<file path="config.mk">
export PLATFORM = sky130hd
export DESIGN_NAME = img2col_pu_gen
export DESIGN_NICKNAME = d
export VERILOG_FILES = /design/src/rtl/img2col_pu_gen.sv
export SDC_FILE = /design/constraint.sdc
export NUM_CORES = 2
export LEC_CHECK = 0
export CAP_MARGIN = 25
export CORE_AREA = 2 2 303 305
export DETAILED_ROUTE_END_ITERATION = 8
export DIE_AREA = 0 0 305 307
export SKIP_LAST_GASP = 1
export SLEW_MARGIN = 10
export SYNTH_ARGS = -nofsm -noshare
export SYNTH_HDL_FRONTEND = slang
export SYNTH_SLANG_ARGS = --single-unit
</file>
<file path="constraint.sdc">
create_clock -name clk -period 3.4 [get_ports clk]
set_clock_uncertainty 0.2 [all_clocks]
set_input_delay 0.34 -clock clk [delete_from_list [all_inputs] [get_ports clk]]
set_output_delay 0.34 -clock clk [all_outputs]
set_load 0.02 [all_outputs]
</file>
<file path="src/rtl/img2col_pu_gen.sv">
// img2col processing unit: assembles one KxK convolution window per output pixel
// from a multi-lane input stream. Later windows in a row reuse the overlapping
// K-STRIDE columns of the previous window, which are also exported to the
// neighbouring PU.
//
// Ports:
//   clk, nrst          clock, asynchronous active-low reset
//   start              begin a new row with a full KxK fill (honoured only when idle)
//   row_done           sampled on window accept; 1 = last window of the row
//   in_valid/in_ready  input beat handshake; lane i of in_data goes to fill_cnt+i
//   win_valid/win_ready window handshake; win_data is column-major (col*K + row)
//   nb_valid/nb_data   one-cycle pulse with the reused columns of the old window
//   win_cnt            windows accepted in the current row
//   busy               unit is not idle
module img2col_pu_gen #(
    parameter int unsigned DATA_W  = 16,
    parameter int unsigned K       = 5,
    parameter int unsigned STRIDE  = 1,
    parameter int unsigned N_LANES = 2,
    parameter int unsigned CNT_W   = 16
) (
    input  logic                                         clk,
    input  logic                                         nrst,
    input  logic                                         start,
    input  logic                                         row_done,
    input  logic                                         in_valid,
    output logic                                         in_ready,
    input  logic [N_LANES*DATA_W-1:0]                    in_data,
    output logic                                         win_valid,
    input  logic                                         win_ready,
    output logic [K*K*DATA_W-1:0]                        win_data,
    output logic                                         nb_valid,
    output logic [((K*(K-STRIDE) > 0) ? K*(K-STRIDE) : 1)*DATA_W-1:0] nb_data,
    output logic [CNT_W-1:0]                             win_cnt,
    output logic                                         busy
);

    localparam int unsigned KK   = K * K;
    localparam int unsigned NEW  = K * STRIDE;
    localparam int unsigned RES  = KK - NEW;
    localparam int unsigned NB_N = (RES > 0) ? RES : 1;
    localparam int unsigned FW   = $clog2(KK + 1);

    localparam logic [1:0] StIdle = 2'd0;
    localparam logic [1:0] StFill = 2'd1;
    localparam logic [1:0] StWin  = 2'd2;

    if (STRIDE < 1 || STRIDE > K || N_LANES < 1 || N_LANES > K) begin : g_param_err
        $error("img2col_pu_gen: STRIDE and N_LANES must lie in 1..K");
    end

    logic [1:0]        state_q, state_d;
    logic [FW-1:0]     fill_q, fill_d;
    logic [CNT_W-1:0]  cnt_q, cnt_d;
    logic              nb_valid_q, nb_valid_d;
    logic [DATA_W-1:0] win_q [KK];
    logic [DATA_W-1:0] win_d [KK];
    logic [DATA_W-1:0] nb_q  [NB_N];
    logic [DATA_W-1:0] nb_d  [NB_N];

    always_comb begin
        int off;
        state_d    = state_q;
        fill_d     = fill_q;
        cnt_d      = cnt_q;
        nb_valid_d = 1'b0;
        win_d      = win_q;
        nb_d       = nb_q;
        off        = 0;
        case (state_q)
            StIdle: begin
                if (start) begin
                    fill_d  = '0;
                    cnt_d   = '0;
                    state_d = StFill;
                end
            end
            StFill: begin
                if (in_valid) begin
                    // Only positions below KK exist, so surplus lanes fall away here.
                    for (int p = 0; p < int'(KK); p++) begin
                        off = p - int'(fill_q);
                        if (off >= 0 && off < int'(N_LANES)) begin
                            win_d[p] = in_data[off*DATA_W +: DATA_W];
                        end
                    end
                    if (int'(fill_q) + int'(N_LANES) >= int'(KK)) begin
                        fill_d  = FW'(KK);
                        state_d = StWin;
                    end else begin
                        fill_d = fill_q + FW'(N_LANES);
                    end
                end
            end
            StWin: begin
                if (win_ready) begin
                    cnt_d = cnt_q + CNT_W'(1);
                    if (row_done) begin
                        state_d = StIdle;
                    end else begin
                        state_d = StFill;
                        if (RES > 0) begin
                            // Slide the window left by STRIDE columns; the kept
                            // columns are exactly what the neighbour needs.
                            for (int j = 0; j < int'(RES); j++) begin
                                win_d[j] = win_q[j + int'(NEW)];
                                nb_d[j]  = win_q[j + int'(NEW)];
                            end
                            nb_valid_d = 1'b1;
                            fill_d     = FW'(RES);
                        end else begin
                            fill_d = '0;
                        end
                    end
                end
            end
            default: state_d = StIdle;
        endcase
    end

    always_ff @(posedge clk or negedge nrst) begin
        if (!nrst) begin
            state_q    <= StIdle;
            fill_q     <= '0;
            cnt_q      <= '0;
            nb_valid_q <= 1'b0;
            for (int i = 0; i < int'(KK); i++) win_q[i] <= '0;
            for (int i = 0; i < int'(NB_N); i++) nb_q[i] <= '0;
        end else begin
            state_q    <= state_d;
            fill_q     <= fill_d;
            cnt_q      <= cnt_d;
            nb_valid_q <= nb_valid_d;
            for (int i = 0; i < int'(KK); i++) win_q[i] <= win_d[i];
            for (int i = 0; i < int'(NB_N); i++) nb_q[i] <= nb_d[i];
        end
    end

    always_comb begin
        win_data = '0;
        nb_data  = '0;
        for (int i = 0; i < int'(KK); i++) win_data[i*DATA_W +: DATA_W] = win_q[i];
        for (int i = 0; i < int'(NB_N); i++) nb_data[i*DATA_W +: DATA_W] = nb_q[i];
    end

    assign in_ready  = (state_q == StFill);
    assign win_valid = (state_q == StWin);
    assign busy      = (state_q != StIdle);
    assign nb_valid  = nb_valid_q;
    assign win_cnt   = cnt_q;

endmodule

</file>
=== Word level (Yosys, flattened, before mapping) ===
Cells that the tools add are included.

* Add/subtract/negate cells: 28
* $lt $le $gt $ge: 51
* Equal/unequal tests: 27
* Shift operators: 25
* Multiplexer cells: 47
* Bitwise logic cells: 1
* Reductions and logical operators: 59

{| class="wikitable"
|+ Operators with widths
! kind !! number
|-
| variable part select 32 x 33 -> 16 bit || 25
|-
| 2-to-1 mux 320 bit || 2
|-
| case mux 320 bit (2 select lines) || 1
|-
| 2-to-1 mux 16 bit || 27
|-
| 2-to-1 mux 400 bit || 1
|-
| greater-or-equal comparator 6 x 1 -> 1 bit, second input constant || 25
|-
| < comparator 6 x 3 -> 1 bit, second input constant || 25
|-
| AND reduction 5 bit || 21
|-
| subtractor 5 x 5 -> 6 bit, first input constant || 9
|-
| subtractor 4 x 5 -> 6 bit, first input constant || 8
|-
| inequality test 2 x 1 -> 1 bit, second input constant || 22
|-
| case mux 16 bit (2 select lines) || 1
|-
| logical AND 1 bit || 25
|-
| 2-to-1 mux 5 bit || 5
|-
| subtractor 3 x 5 -> 6 bit, first input constant || 4
|-
| AND reduction 3 bit || 7
|-
| adder 16 x 1 -> 16 bit, second input constant || 1
|-
| case mux 5 bit (3 select lines) || 1
|-
| subtractor 1 x 5 -> 6 bit, first input constant || 2
|-
| subtractor 2 x 5 -> 6 bit, first input constant || 2
|-
| 2-to-1 mux 2 bit || 4
|-
| adder 5 x 2 -> 6 bit, second input constant || 1
|-
| greater-or-equal comparator 6 x 5 -> 1 bit, second input constant || 1
|-
| inequality test 2 bit, second input constant || 3
|-
| other kinds (10) || 15
|}

* Flip-flop bits (word level): 744
* Logic and storage cells: 287

=== Depth between registers and ports, before layout ===
* Depth after elaboration: 6
* Mapped depth: 12

=== Worst setup path after synthesis ===
OpenSTA, ideal clock, no wires.

* Path kind: reg-to-reg
* Start: register fill_q[1]
* End: register win_q (netlist bit win_data[256])
* Setup time: 0.125 ns
* Arrival time: 2.731 ns
* Required time: 3.075 ns
* Path slack: 0.344 ns
* Cell stages (with the launch flop): 12
* Buffers on the path: 4
* Cells stage by stage: dfrtp_1 -> clkbuf_1 -> inv_1 -> ha_1 -> buf_2 -> nand2b_1 -> buf_2 -> a21oi_1 -> o2111ai_1 -> a21oi_4 -> buf_6 -> mux2_2

* Cells in the longest elaborated chain, start to end: 5
* Elaborated cells on any way between the ends: 10
* Those cells by class: add/sub (1); order compare (2); eq/ne (1); shift (1); mux (3); reduce/logical (2)

{| class="wikitable"
|+ RTL lines
! what !! RTL line !! RTL
|-
| start, declared || 53 || <nowiki>logic [FW-1:0] fill_q, fill_d;</nowiki>
|-
| start signal, assigned || 131 || <nowiki>fill_q <= fill_d;</nowiki>
|-
| subtractor 5 x 5 -> 6 bit (*) || 82 || <nowiki>off = p - int'(fill_q);</nowiki>
|-
| variable part select 32 x 33 -> 16 bit (tied with other cells) || 84 || <nowiki>win_d[p] = in_data[off*DATA_W +: DATA_W];</nowiki>
|-
| 2-to-1 mux 16 bit or logical AND 1 bit (tied branches) || 83 || <nowiki>if (off >= 0 && off < int'(N_LANES)) begin</nowiki>
|-
| 2-to-1 mux 400 bit or inequality test 2 x 1 -> 1 bit (tied branches) || n/a ||
|-
| case mux 320 bit (2 select lines) or AND reduction 5 bit (tied branches) || n/a ||
|-
| end, declared || 56 || <nowiki>logic [DATA_W-1:0] win_q [KK];</nowiki>
|}

Every way passes the cells marked *; elsewhere a longest branch is shown, timed or not. The select of a mux whose other input is x is not followed.
A chain may end at the register's enable or synchronous reset.

=== Final worst setup path ===
* Start: register state_q[1]
* End: register win_q (netlist bit win_data[39])

* Cells in the longest elaborated chain, start to end: 3
* Elaborated cells on any way between the ends: 9
* Those cells by class: eq/ne (6); mux (1); reduce/logical (2)

{| class="wikitable"
|+ RTL lines
! what !! RTL line !! RTL
|-
| start, declared || 52 || <nowiki>logic [1:0] state_q, state_d;</nowiki>
|-
| start signal, assigned || 123 || <nowiki>state_q <= StIdle;</nowiki>
|-
| start signal, assigned || 130 || <nowiki>state_q <= state_d;</nowiki>
|-
| == test 2 x 1 -> 1 bit or == test 2 bit (tied branches) || 70 || <nowiki>case (state_q)</nowiki>
|-
| inequality test 2 x 1 -> 1 bit (no line) (tied with other cells) || n/a ||
|-
| AND reduction 5 bit (no line) || n/a ||
|}

Parallel ways exist; a longest one is shown, timed or not.

==> metrics.txt <==
Pre-antenna DRT Iters 5; Yosys cell types 63; Post-Syn Nets 3523; detailed-route DRC error count 0; ys flop type dfrtp_1; Total GRT Usage 30.8%; Lkg Pwr 0.0204 µW; share of cells above drive strength 1 8.87%; max-slew violations 0; synthesized area 31800 µm²; I/O pin total 778; Req. time, crit path 3.75 ns; Crit Path Category reg -> reg; Die X 305 µm; Slew headroom 29.2%; first-pass GRT wire length 209 mm; Worst Tran Pin Value 1.04 ns; initial antenna violation count 11; crit end category flop; starting density of the core 35.1%; via count of the first global-routing pass 28.1k; die area 93600 µm²; CTS tree done; Routed Antenna Nets 0; GPL Wtd Cong 0.877; Synth async-reset ratio 100%; fin crit period 3.21 ns; I/O Buffers 777; Worst path max stage delay 0.83 ns; VDD IR max 0.360 mV; core area 90700 µm²; Area Overhead vs Synth 38.8%; CP Cell Sequence inv_1 -> ha_1 -> nor2b_1 -> a211o_1 -> a21o_1 -> mux2i_1; nets@finish 4291; drt initial violations 2827; CTS clk-pin slew, worst paths 0.06 ns; count leader, synth nand2_1; Pwr Density 761 nW/µm²; gr ovfl total 0; # clock sinks 744; Yosys warnings 0; total CTS buffers 85; Clk Latency, worst-skew pair 0.66 ns; clock buffer depth 3; top cells by count, synth 1197 x nand2_1, 744 x dfrtp_1, 401 x a21oi_1, 268 x nor2_1, 167 x o21ai_0; Crit Path Max Fanout 16; CTS Root Cell clkbuf_16; # H-tree levels 3; post-synthesis sequential area ratio 58.5%; Fin. Hold Viols 0; synth top area cells dfrtp_1 58%, nand2_1 14%, a21oi_1 6.3%; crit path DAT 3.56 ns; Min Hold Slack 0.0395 ns; Final HPWL DP 106 mm; Synth Instances 3463; status complete, no violations; syn avg cell area 9.19 µm²; DR vias 28.8k; top cell type's share of synthesized area 58.5%; unrepaired setup endpoints after global routing false; number of flops mapped to enable cells by yosys 0; slowest CP cell a21o_1; max cap viols 0; Rows 111; post-synth top area cell dfrtp_1; Yosys reg bits 744; Final setup viols 0; Vias/cell 5.26; largest net degree at the start of global routing 157; Die Y 307 µm; Setup TNS Final 0 ns; Final Cycle Share 94.4%; max frequency 0.311 GHz; Worst setup SP type flop; worst hold path class in -> async; Reg2Reg Depth 6; drt wl/cell 26.8 µm; drt total wl 147 mm
[path summary, 6_finish.rpt]
check	startpoint	slack, ns	endpoint
max	state_q[1]$_DFFE_PN0P_	0.19	win_data[39]$_DFFE_PN0P_
min	nrst	0.04	nb_data[136]$_DFFE_PN0P_
max reg2reg	state_q[1]$_DFFE_PN0P_	0.19	win_data[39]$_DFFE_PN0P_
min reg2reg	nb_data[0]$_DFFE_PN0P_	0.27	nb_data[0]$_DFFE_PN0P_
max in group asynchronous	nrst	1.79	win_data[137]$_DFFE_PN0P_
min in group clk	nb_data[0]$_DFFE_PN0P_	0.27	nb_data[0]$_DFFE_PN0P_
[registers in the layout, indices dropped and copies added (netlist names)]
register  cells
state_q       2
win_cnt      16
nb_data     320
win_data    400
nb_valid      1
fill_q        5
[what timing repair did]
item                                    4_1_cts  5_1_grt
setup buffers                                 0        0
endpoints found under the setup margin        0        7
hold buffers                                  1        0
endpoints found under the hold margin       172        0
resized for setup                             0        1
[kinds of logic after synthesis]
group	synth area share [%]
compound gates	12.0
xor+xnor	0.821
fa+ha+maj	0.865
buf+inv	3.85
flops	58.5
mux	4.94
simple gates	19.1
[critical path, delay by kind of cell (launching register included)]
family,cells,cell delay (ns)
buf+inv,1,0.11
compound gates,2,1.42
fa+ha+maj,1,0.28
flops,1,0.44
mux,1,0.29
simple gates,1,0.36
[power by group]
part / switching [µW] / internal [µW] / total, µW
Combinational: 6880 / 4460 / 11300
Clock: 3850 / 5360 / 9210
Sequential: 2700 / 10400 / 13100
[through the flow]
| stage | worst slack (ns) | power, µW | util (%) | area [µm²] | std cells |
|---|---|---|---|---|---|
| 3_5_place_dp | 0.189 | 24500 | 45.7 | 41400 | 5329 |
| 6_report | 0.189 | 33700 | 48.7 | 44200 | 5482 |
| 4_1_cts | 0.211 | 33700 | 48.7 | 44200 | 5480 |
| 2_1_floorplan | 0.344 | 17700 | - | 31800 | 3463 |
| 5_1_grt | 0.0327 | 34900 | 48.7 | 44200 | 5481 |
| 3_3_place_gp | 0.258 | 24400 | 45.7 | 41400 | 5329 |
[layout by cell type (no fill, tap or decap), drive strengths merged, types with 4 or more instances in the layout]
cell           netlist  final
nand2             1197   1197
a21oi              408    408
dfrtp              744    744
buf                 59    123
mux2                65     65
nor2b                9      9
a41oi               16     16
nand4                6      6
xnor2               16     16
clkinv               0     16
nand3               16     16
ha                  22     22
o22ai                5      5
and3                 4      4
o31ai               49     49
clkdlybuf4s50        0    776
mux2i               84     84
inv                 66     66
xor2                13     13
nor3                11     11
nor2               269    269
a21o                 6      6
clkbuf             160    128
nand2b              27     27
o21ai              172    172
[cell type report]
| type | count | area, µm² |
|---|---|---|
| tap | 1186 | 1480 |
| sequential | 744 | 18600 |
| inverter | 66 | 255 |
| timing repair buffer | 900 | 8930 |
| clock inverter | 22 | 226 |
| clock buffer | 128 | 2530 |
| fill | 8667 | 46500 |
| antenna | 2 | 5.00 |
| multi-input combinational | 2434 | 12100 |
[routing by layer]
| metal | global-route usage [%] | vias up | share of wire [%] |
|---|---|---|---|
| met5 | 0 | - | 0.048 |
| met4 | 12.7 | 10 | 4.3 |
| met3 | 7.92 | 275 | 8.6 |
| met2 | 48.2 | 1345 | 45 |
| met1 | 40.8 | 14300 | 42 |
| li1 | - | 12900 | - |
Note: power is estimated with default switching activity, not from simulation.
